==> src/rtl/uart_rx_cfg.sv <==
// uart_rx_cfg: oversampled UART receiver with configurable data width, parity and stop bits.
// The rx pin is synchronised by two flops. Each bit is decided by a 3-sample majority vote
// around the bit centre. Frame and parity errors are reported as pulses aligned with done.
module uart_rx_cfg #(
    parameter int DATA_BITS  = 8,
    parameter int OVERSAMPLE = 16,
    parameter int PARITY     = 0,
    parameter int STOP_BITS  = 1
) (
    input  logic                 clk,
    input  logic                 rst_n,
    input  logic                 rx_clk,
    input  logic                 enabled,
    input  logic                 rx,
    output logic [DATA_BITS-1:0] data,
    output logic                 done,
    output logic                 frame_err,
    output logic                 parity_err,
    output logic                 busy
);

    localparam int CW = $clog2(OVERSAMPLE);
    localparam int BW = $clog2(DATA_BITS);
    localparam logic [CW-1:0] CNT_LAST = CW'(OVERSAMPLE - 1);
    localparam logic [CW-1:0] SMP_0    = CW'(OVERSAMPLE / 2 - 1);
    localparam logic [CW-1:0] SMP_1    = CW'(OVERSAMPLE / 2);
    localparam logic [CW-1:0] SMP_2    = CW'(OVERSAMPLE / 2 + 1);
    localparam logic [BW-1:0] BIT_LAST = BW'(DATA_BITS - 1);
    localparam logic          STOP_LAST = 1'(STOP_BITS - 1);

    typedef enum logic [2:0] {
        ST_IDLE, ST_START, ST_DATA, ST_PARITY, ST_STOP
    } state_t;

    function automatic logic maj3(input logic a, input logic b, input logic c);
        return (a & b) | (a & c) | (b & c);
    endfunction

    // Parity bit the transmitter should have sent for the given word.
    function automatic logic par_exp(input logic [DATA_BITS-1:0] d);
        return (PARITY == 1) ? ~^d : ^d;
    endfunction

    state_t               state, state_n;
    logic [CW-1:0]        cnt, cnt_n;
    logic [BW-1:0]        bit_idx, bit_n;
    logic                 stop_idx, stop_n;
    logic [DATA_BITS-1:0] shift_reg, shift_n;
    logic                 smp_a, smp_a_n, smp_b, smp_b_n;
    logic                 par_pend, par_pend_n, frm_pend, frm_pend_n;
    logic                 armed, armed_n;
    logic [DATA_BITS-1:0] data_n;
    logic                 done_n, frame_err_n, parity_err_n, busy_n;
    logic                 rx_meta, rx_s;
    logic                 dec, at_dec, wrap;

    // Two-flop synchroniser for the asynchronous pin; idles high out of reset.
    always_ff @(posedge clk or negedge rst_n) begin
        if (!rst_n) begin
            rx_meta <= 1'b1;
            rx_s    <= 1'b1;
        end else begin
            rx_meta <= rx;
            rx_s    <= rx_meta;
        end
    end

    // State and datapath registers.
    always_ff @(posedge clk or negedge rst_n) begin
        if (!rst_n) begin
            state      <= ST_IDLE;
            cnt        <= '0;
            bit_idx    <= '0;
            stop_idx   <= 1'b0;
            shift_reg  <= '0;
            smp_a      <= 1'b1;
            smp_b      <= 1'b1;
            par_pend   <= 1'b0;
            frm_pend   <= 1'b0;
            armed      <= 1'b0;
            data       <= '0;
            done       <= 1'b0;
            frame_err  <= 1'b0;
            parity_err <= 1'b0;
            busy       <= 1'b0;
        end else begin
            state      <= state_n;
            cnt        <= cnt_n;
            bit_idx    <= bit_n;
            stop_idx   <= stop_n;
            shift_reg  <= shift_n;
            smp_a      <= smp_a_n;
            smp_b      <= smp_b_n;
            par_pend   <= par_pend_n;
            frm_pend   <= frm_pend_n;
            armed      <= armed_n;
            data       <= data_n;
            done       <= done_n;
            frame_err  <= frame_err_n;
            parity_err <= parity_err_n;
            busy       <= busy_n;
        end
    end

    // Next-state logic; everything advances only on oversample ticks.
    always_comb begin
        state_n      = state;
        cnt_n        = cnt;
        bit_n        = bit_idx;
        stop_n       = stop_idx;
        shift_n      = shift_reg;
        smp_a_n      = smp_a;
        smp_b_n      = smp_b;
        par_pend_n   = par_pend;
        frm_pend_n   = frm_pend;
        armed_n      = armed;
        data_n       = data;
        busy_n       = busy;
        done_n       = 1'b0;
        frame_err_n  = 1'b0;
        parity_err_n = 1'b0;
        // Third sample is the live rx_s at the decision tick.
        dec          = maj3(smp_a, smp_b, rx_s);
        at_dec       = (cnt == SMP_2);
        wrap         = (cnt == CNT_LAST);

        if (rx_clk) begin
            cnt_n = cnt + 1'b1;
            if (cnt == SMP_0) smp_a_n = rx_s;
            if (cnt == SMP_1) smp_b_n = rx_s;

            unique case (state)
                ST_IDLE: begin
                    cnt_n = '0;
                    if (rx_s) armed_n = 1'b1;
                    // armed guards against treating a held-low line as a new start bit.
                    if (enabled && armed && !rx_s) begin
                        state_n    = ST_START;
                        armed_n    = 1'b0;
                        busy_n     = 1'b1;
                        par_pend_n = 1'b0;
                        frm_pend_n = 1'b0;
                    end
                end
                ST_START: begin
                    if (at_dec && dec) begin
                        state_n = ST_IDLE;
                        cnt_n   = '0;
                        busy_n  = 1'b0;
                    end else if (wrap) begin
                        state_n = ST_DATA;
                        bit_n   = '0;
                    end
                end
                ST_DATA: begin
                    if (at_dec) shift_n = {dec, shift_reg[DATA_BITS-1:1]};
                    if (wrap) begin
                        if (bit_idx == BIT_LAST) begin
                            state_n = (PARITY != 0) ? ST_PARITY : ST_STOP;
                            stop_n  = 1'b0;
                        end else begin
                            bit_n = bit_idx + 1'b1;
                        end
                    end
                end
                ST_PARITY: begin
                    if (at_dec) par_pend_n = (dec != par_exp(shift_reg));
                    if (wrap) state_n = ST_STOP;
                end
                ST_STOP: begin
                    if (at_dec) begin
                        // Leave on the last stop decision so a following start bit is not missed.
                        if (stop_idx == STOP_LAST) begin
                            state_n      = ST_IDLE;
                            cnt_n        = '0;
                            busy_n       = 1'b0;
                            done_n       = 1'b1;
                            frame_err_n  = frm_pend | ~dec;
                            parity_err_n = par_pend;
                            data_n       = shift_reg;
                        end else begin
                            frm_pend_n = frm_pend | ~dec;
                        end
                    end else if (wrap) begin
                        stop_n = stop_idx + 1'b1;
                    end
                end
                default: state_n = ST_IDLE;
            endcase
        end
    end

endmodule
==> config.mk <==
export PLATFORM = sky130hd
export DESIGN_NAME = uart_rx_cfg
export DESIGN_NICKNAME = d
export VERILOG_FILES = /design/src/rtl/uart_rx_cfg.sv
export SDC_FILE = /design/constraint.sdc
export NUM_CORES = 1
export LEC_CHECK = 0
export CAP_MARGIN = 0
export CORE_MARGIN = 2
export CORE_UTILIZATION = 50
export CTS_BUF_LIST = sky130_fd_sc_hd__clkbuf_8
export DETAILED_ROUTE_END_ITERATION = 10
export GPL_ROUTABILITY_DRIVEN = 0
export PLACE_DENSITY_LB_ADDON = 0.3
export SLEW_MARGIN = 20
export SYNTH_ARGS = -nofsm -noshare
export SYNTH_HDL_FRONTEND = slang
export SYNTH_SLANG_ARGS = --single-unit
==> constraint.sdc <==
create_clock -name clk -period 2.66 [get_ports clk]
set_clock_uncertainty 0.2 [all_clocks]
set_input_delay 0.532 -clock clk [delete_from_list [all_inputs] [get_ports clk]]
set_output_delay 0.532 -clock clk [all_outputs]
set_load 0.01 [all_outputs]
Yosys cells after proc, flatten, opt, wreduce, memory -nomap -nowiden
Index checks and enable logic that the tools add are counted.
Widths: inputs -> output; s select.
{ "totals": {"reg_bits": 38, "in_bits": 5, "elab_cells": 124} }
{ "classes": {"addsub": 3, "eq_ne": 25, "n_mux": 48, "bitwise_logic": 8, "reduce_logical": 23} }
{ "op_table": {"columns": ["operator", "n"], "rows": [
  ["$mux 3", 12],
  ["$ne 2x2->1 const B", 14],
  ["$mux 1", 26],
  ["$reduce_and 6->1", 3],
  ["$pmux 3 s5", 1],
  ["$eq 4x4->1 const B", 3],
  ["$mux 4", 3],
  ["$pmux 4 s3", 1],
  ["$reduce_bool 2->1", 5],
  ["$reduce_and 4->1", 2],
  ["$reduce_and 8->1", 1],
  ["$reduce_xor 8->1", 1],
  ["$eq 3x2->1 const B", 2],
  ["$eq 3x3->1 const B", 2],
  ["$pmux 1 s2", 3],
  ["$pmux 3 s2", 1],
  ["$reduce_and 3->1", 2],
  ["$reduce_and 5->1", 1],
  ["$add 4x1->4 const B", 1],
  ["$eq 4x3->1 const B", 1],
  ["$reduce_and 2->1", 2],
  ["$add 3x1->3 const B", 1],
  ["$and 1x1->1", 3],
  ["$eq 3x1->1 const B", 1],
  ["other kinds (10)", 15]
]} }

Logic depth before layout (Yosys ltp)
{ "logic_depth": {"ltp_word": 9, "mapped_depth": 7, "depth_no_buf": 6} }

Least setup slack after synthesis
OpenSTA, ideal clock, no wires.
{ "synth_path": {"path_type": "reg2reg", "startpoint": "reg bit_idx[0]", "endpoint": "reg bit_idx[0]", "arrival_ps": 1603, "required_time_ps": 2335, "slack_ps": 733, "stages_incl_launch_ff": 7, "path_buffers": 0, "synth_period_minus_slack_ps": 1927, "cell_sequence": "dfrtp_1 > ha_1 > ha_1 > nor3b_1 > a21oi_1 > nor3_2 > mux2_2"} }
{ "synth_via": {"elab_chain_cells": 4} }
{ "synth_rtl": {"columns": ["item", "line_no", "rtl"], "rows": [
  ["from (decl)", "46", "logic [BW-1:0] bit_idx, bit_n;"],
  ["from (signal assigned)", "89", "bit_idx <= bit_n;"],
  ["$add 3x1->3", "162", "bit_n = bit_idx + 1'b1;"],
  ["$mux 3", "158", "if (bit_idx == BIT_LAST) begin"],
  ["$mux 3", "157", "if (wrap) begin"],
  ["$pmux 3 s2", "132", "unique case (state)"]
]} }
Several ways; a longest one is shown, not always the timed one. The select of a mux whose other input is x is not followed.
A chain may end at the register's enable or synchronous reset.

Final worst setup path
{ "layout_path": {"startpoint": "reg cnt[1]", "endpoint": "reg busy"} }
{ "layout_via": {"elab_chain_cells": 4} }
{ "layout_rtl": {"columns": ["item", "line_no", "rtl"], "rows": [
  ["from (decl)", "45", "logic [CW-1:0] cnt, cnt_n;"],
  ["from (signal assigned)", "88", "cnt <= cnt_n;"],
  ["$eq 4x4->1 *", "124", "at_dec = (cnt == SMP_2);"],
  ["$logic_and 1x1->1", "146", "if (at_dec && dec) begin"],
  ["$ne 2x2->1 (no source line)", null, null],
  ["$reduce_and 6->1 (no source line) *", null, null],
  ["to (signal assigned)", "101", "busy <= busy_n;"],
  ["to (decl)", "19", "output logic busy"]
]} }
Mark *: on every way between the ends. The rest lies on a longest branch, timed or not.

==> results.md <==
- Yosys Warn Count: 0
- CP Max Fanout: 5
- Unrepaired setup endpoints after global routing: false
- Vias: 1309
- Via density: 5.74
- Power per Cell Area: 933 nW/µm²
- Worst slew margin: 46.4%
- Critical path's top delay family: simple AND/OR/NAND/NOR gates
- Total wire length: 3.54 mm
- Max VDD drop: 0.000504 V
- Finish-stage setup viols: 0
- WL/cell: 15.5 µm
- Post-CTS Setup Bufs: 0
- Number of global-route vias before repair: 1284
- Clock-pin slew on the worst setup and hold paths: 0.07 ns
- Worst hold-check path type: primary input to async pin
- Initial antenna violation count: 0
- Most used DFF post-synth: dfrtp_1
- Arrival @ worst endpoint: 2.15 ns
- Final setup TNS: 0 ns
- Drt pass-1 iters: 4
- Root buffer cell: clkbuf_8
- Worst skew pair latency: 0.29 ns
- Worst-Margin Slew: 0.805 ns
- H-tree levels: 2
- Final Instance Count excl. Fillers: 228
- Worst path max stage delay: 0.52 ns
- Maximum clock path buffer count: 2
- Synth unique cells: 50
- CP max stage cell: nor4b_2
- Synth area leader: dfrtp_1
- Seq cells post-synth: 38
- CP Class: register to register
- Max Cap Viol: 0
- Std cell rows: 22
- Die Y: 65.8 µm
- First-pass GRT wire length: 6.17 mm
- Outcome: finished, final reports clean
- CTS tree: yes
- P&R area growth vs syn: 18.0%
- Final setup margin: 0.486 ns
- CP Launch Type: register
- Critical path required time: 2.64 ns
- PortBufs: 16
- # nets final: 189
- Count leader, synth: dfrtp_1
- EDFF count, synth: 0
- Horiz. Die Dim: 65.8 µm
- Post-CTS Hold Buffers: 0
- Ports: 17
- Die ar.: 4330 µm²
- GRT overflow: 0
- Detailed placement HPWL: 2.46 mm
- Final hold viol count: 0
- WP buf/inv: 1
- Most common library cells after synthesis: dfrtp_1 (34), mux2_2 (17), inv_1 (9), nand3_1 (8)
- Mean Syn Cell Area: 12.0 µm²
- Placed Cells: 220
- Top post-synthesis cells by area: dfrtp_1 (45%), mux2_2 (10%), dfstp_2 (5.5%), ha_1 (3.3%), xnor2_1 (2.8%)
- Largest net degree at the start of global routing: 39
- CP Cell Sequence: inv_1 -> ha_1 -> nand3b_1 -> nor4b_2 -> o21ai_1 -> mux2_1
- Fillers: 295
- Leakage: 1.04 nW
- Antenna cells: 0
- Fmax: 460 MHz
- Slew Viols, Final: 0
- CTS Sinks: 38
- Synth Cell Area: 1910 µm²
- Post-CTS resize count: 0
- Share of synthesized registers carrying an async set or reset: 100%
- Cells after Synth: 159
- Final Instance Area: 2250 µm²
- DRC violations left: 0
- Total CTS buffers: 5
- Syn nets: 169
- Share of layout cells above drive strength 1: 23.9%
- Placed Instance Area: 2110 µm²
- Pre-CTS setup slack: 0.233 ns
- All-Layer GR Usage: 19.1%
- Antenna Nets Post-Route: 0
- Initial DRC Count: 79
- Initial Utilization: 52.2%
- Fin crit share: 81.7%
- Synth top area share: 44.6%
- Seq/Total Area, Yosys: 50.1%
- Final total power: 2.10 mW
- Worst setup EP type: register
- Tmin final: 2.17 ns
- Core Box Area: 3660 µm²
-- placed cells by master, fill, tap and decap left out, types with 2 or more instances in the layout --
| cell | synthesis | layout |
|---|---|---|
| ha_1 | 5 | 5 |
| o21ai_0 | 4 | 4 |
| a21o_1 | 2 | 2 |
| nor2_1 | 4 | 4 |
| clkdlybuf4s50_1 | 0 | 15 |
| buf_4 | 2 | 4 |
| clkbuf_8 | 0 | 6 |
| nand4_1 | 2 | 2 |
| nand3_1 | 8 | 8 |
| xnor2_1 | 6 | 6 |
| a21oi_1 | 5 | 5 |
| and3_1 | 3 | 3 |
| nor2b_1 | 3 | 3 |
| mux2i_1 | 3 | 3 |
| mux2_1 | 3 | 3 |
| o22ai_1 | 2 | 2 |
| dfstp_2 | 4 | 4 |
| mux2_2 | 17 | 17 |
| dfrtp_1 | 34 | 34 |
| bufinv_16 | 0 | 2 |
| o21ai_1 | 2 | 2 |
| nand2_1 | 6 | 6 |
| nand3b_1 | 3 | 3 |
| nor3_2 | 2 | 2 |
| inv_1 | 9 | 9 |
| nor3b_2 | 2 | 2 |
-- through the flow --
step                hold WS, ns  util, %
finish                    0.126     61.5
global placement          0.148     57.6
global route              0.167     61.5
detailed placement        0.150     57.6
floorplan                0.0364        -
CTS                       0.161     61.5
-- per-layer routing --
metal	global-route usage [%]	vias to the layer above	part of all wire, %
met1	24.9	647	42
met2	29.5	44	50
met4	6.77	0	1.3
met3	6.64	5	6.1
met5	0	-	0
li1	-	613	-
-- kinds of logic (layout without fill, tap and decap cells) --
| logic type | count (synthesis) | after routing | synth area share, % |
|---|---|---|---|
| AND/OR/NAND/NOR | 44 | 44 | 15.6 |
| flip-flops | 38 | 38 | 50.1 |
| AO/OA/AOI/OAI | 24 | 24 | 8.26 |
| multiplexers | 24 | 24 | 14.2 |
| buffers and inverters | 16 | 37 | 4.13 |
| XOR/XNOR | 7 | 7 | 3.93 |
| adder cells (fa/ha/maj) | 6 | 6 | 3.87 |
-- final timing paths --
| kind | start | endpoint | slack, ns | cells past startpoint |
|---|---|---|---|---|
| worst max-delay path | cnt[1]$_DFFE_PN0P_ | busy$_DFFE_PN0P_ | 0.49 | 6 |
| worst min-delay path | rst_n | bit_idx[1]$_DFFE_PN0P_ | 0.13 | 1 |
| worst max register to register | cnt[1]$_DFFE_PN0P_ | busy$_DFFE_PN0P_ | 0.49 | 6 |
| worst min register to register | rx_meta$_DFF_PN1_ | rx_s$_DFF_PN1_ | 0.16 | 0 |
| max in group asynchronous | rst_n | frame_err$_DFF_PN0_ | 1.63 | 1 |
| min in group clk | rx_meta$_DFF_PN1_ | rx_s$_DFF_PN1_ | 0.16 | 0 |
-- layout make-up --
cell class | count | area, µm² | share of cell area, %
Clock inverter | 2 | 60.1 | 2.67
Sequential cell | 38 | 956 | 42.4
Inverter | 9 | 33.8 | 1.50
Timing Repair Buffer | 20 | 185 | 8.22
Tap cell | 48 | 60.1 | 2.67
Multi-Input combinational cell | 105 | 875 | 38.8
Clock buffer | 6 | 82.6 | 3.67
-- report_power, final --
group	internal (mW)	leakage, nW	switching [mW]
Combinational	0.339	0.477	0.296
Clock	0.400	0.0714	0.203
Sequential	0.704	0.488	0.161
Power figures use the tool's default switching activity.
==> RTL change, RTL diff (same flow settings) <==
Take the reset off `shift_reg` and load it in a clocked block of its own.
--- a/src/rtl/uart_rx_cfg.sv
+++ b/src/rtl/uart_rx_cfg.sv
@@ -72,7 +72,6 @@
             cnt        <= '0;
             bit_idx    <= '0;
             stop_idx   <= 1'b0;
-            shift_reg  <= '0;
             smp_a      <= 1'b1;
             smp_b      <= 1'b1;
             par_pend   <= 1'b0;
@@ -88,7 +87,6 @@
             cnt        <= cnt_n;
             bit_idx    <= bit_n;
             stop_idx   <= stop_n;
-            shift_reg  <= shift_n;
             smp_a      <= smp_a_n;
             smp_b      <= smp_b_n;
             par_pend   <= par_pend_n;
@@ -100,6 +98,10 @@
             parity_err <= parity_err_n;
             busy       <= busy_n;
         end
+    end
+
+    always_ff @(posedge clk) begin
+        shift_reg <= shift_n;
     end
 
     // Next-state logic; everything advances only on oversample ticks.
Check against the original RTL: no difference found for any inputs over 10 cycles, from zero or initial values and one cycle with rst_n low; that may be too few to reach the edited logic, so the function may still have changed.
==> RTL change against the original RTL <==
Utilization is 0.75 points higher; maximum frequency down 4.5%; cell count shrank 1.8%; sequential cell count did not move; setup slack got worse by 0.10 ns; via count fell by 4.5%; worst hold slack gained 0.030 ns; total power fell by 17%; wire length decreased by 6.1%; area after synthesis shrank 4.6%; synthesized cell count fell by 1.9%; design area decreased by 5.6%; die area decreased by 4.3%.
==> RTL change: results (changes against the original RTL) <==
R2R Setup Slk: 0.38 ns (was 0.49 ns)
Reg2Reg Depth: 3 (was 6)
Peak supply drop: 0.000476 V (was 0.000504 V)
Routed WL per cell: 14.8 um (was 15.5 um)
First-pass GRT wire length: 5820 um (was 6170 um)
Nets: 187 (was 189)
CP max FO: 13 (was 5)
Worst hold path type: reg2reg (was in2async)
Final core occ: 0.623 (was 0.615)
Worst Path Arrival: 2.25 ns (was 2.15 ns)
Syn Area/Cell: 11.7 um^2 (was 12.0 um^2)
Post-synthesis adder-cell area fraction: 0.0398 (was 0.0387)
Reg power frac: 0.485 (was 0.412)
Worst Setup EP: data[7]$_DFFE_PN0P_ (was busy$_DFFE_PN0P_)
Post-DP HPWL: 2320 um (was 2460 um)
GRT Total Usage: 0.185 (was 0.191)
Clk pwr share: 0.209 (was 0.287)
EDFF count, synth: 8 (was 0)
Async set-or-reset flop fraction in the synthesized netlist: 0.789 (was 1.00)
Share of post-route cells with drive strength above 1: 0.157 (was 0.239)
XOR/XNOR Fraction of Synth Area: 0.0412 (was 0.0393)
FILL cells: 268 (was 295)
Largest net degree at the start of global routing: 31 (was 39)
Largest cells by area after synthesis: dfrtp_1 36%, edfxtp_1 13%, dfstp_2 5.8% (was dfrtp_1 45%, mux2_2 10%, dfstp_2 5.5%)
Status: complete, no violations (unchanged)
Fin crit share: 0.856 (was 0.817)
[RTL change: final cells by class]
| type | instances | area share |
|---|---|---|
| clock buffer | 5 | 0.0324 |
| clock inverter | 3 | 0.00588 |
| inverter | 12 | 0.0212 |
| multi-input combinational | 99 | 0.352 |
| sequential | 38 | 0.468 |
| tap | 46 | 0.0271 |
| timing repair buffer | 21 | 0.0929 |
[RTL change: per-layer routing]
layer / up-vias / GRT usage / part of all wire
li1: 597 / - / -
met1: 603 / 0.234 / 0.45
met2: 43 / 0.298 / 0.49
met3: 7 / 0.0370 / 0.048
met4: 0 / 0.0957 / 0.019
met5: - / 0 / 0
[RTL change: worst max-delay path, cell delays in order (launching register included)]
cell,delay [ns]
dfrtp_1,0.52
or3b_1,0.48
or3_1,0.58
mux2_4,0.39
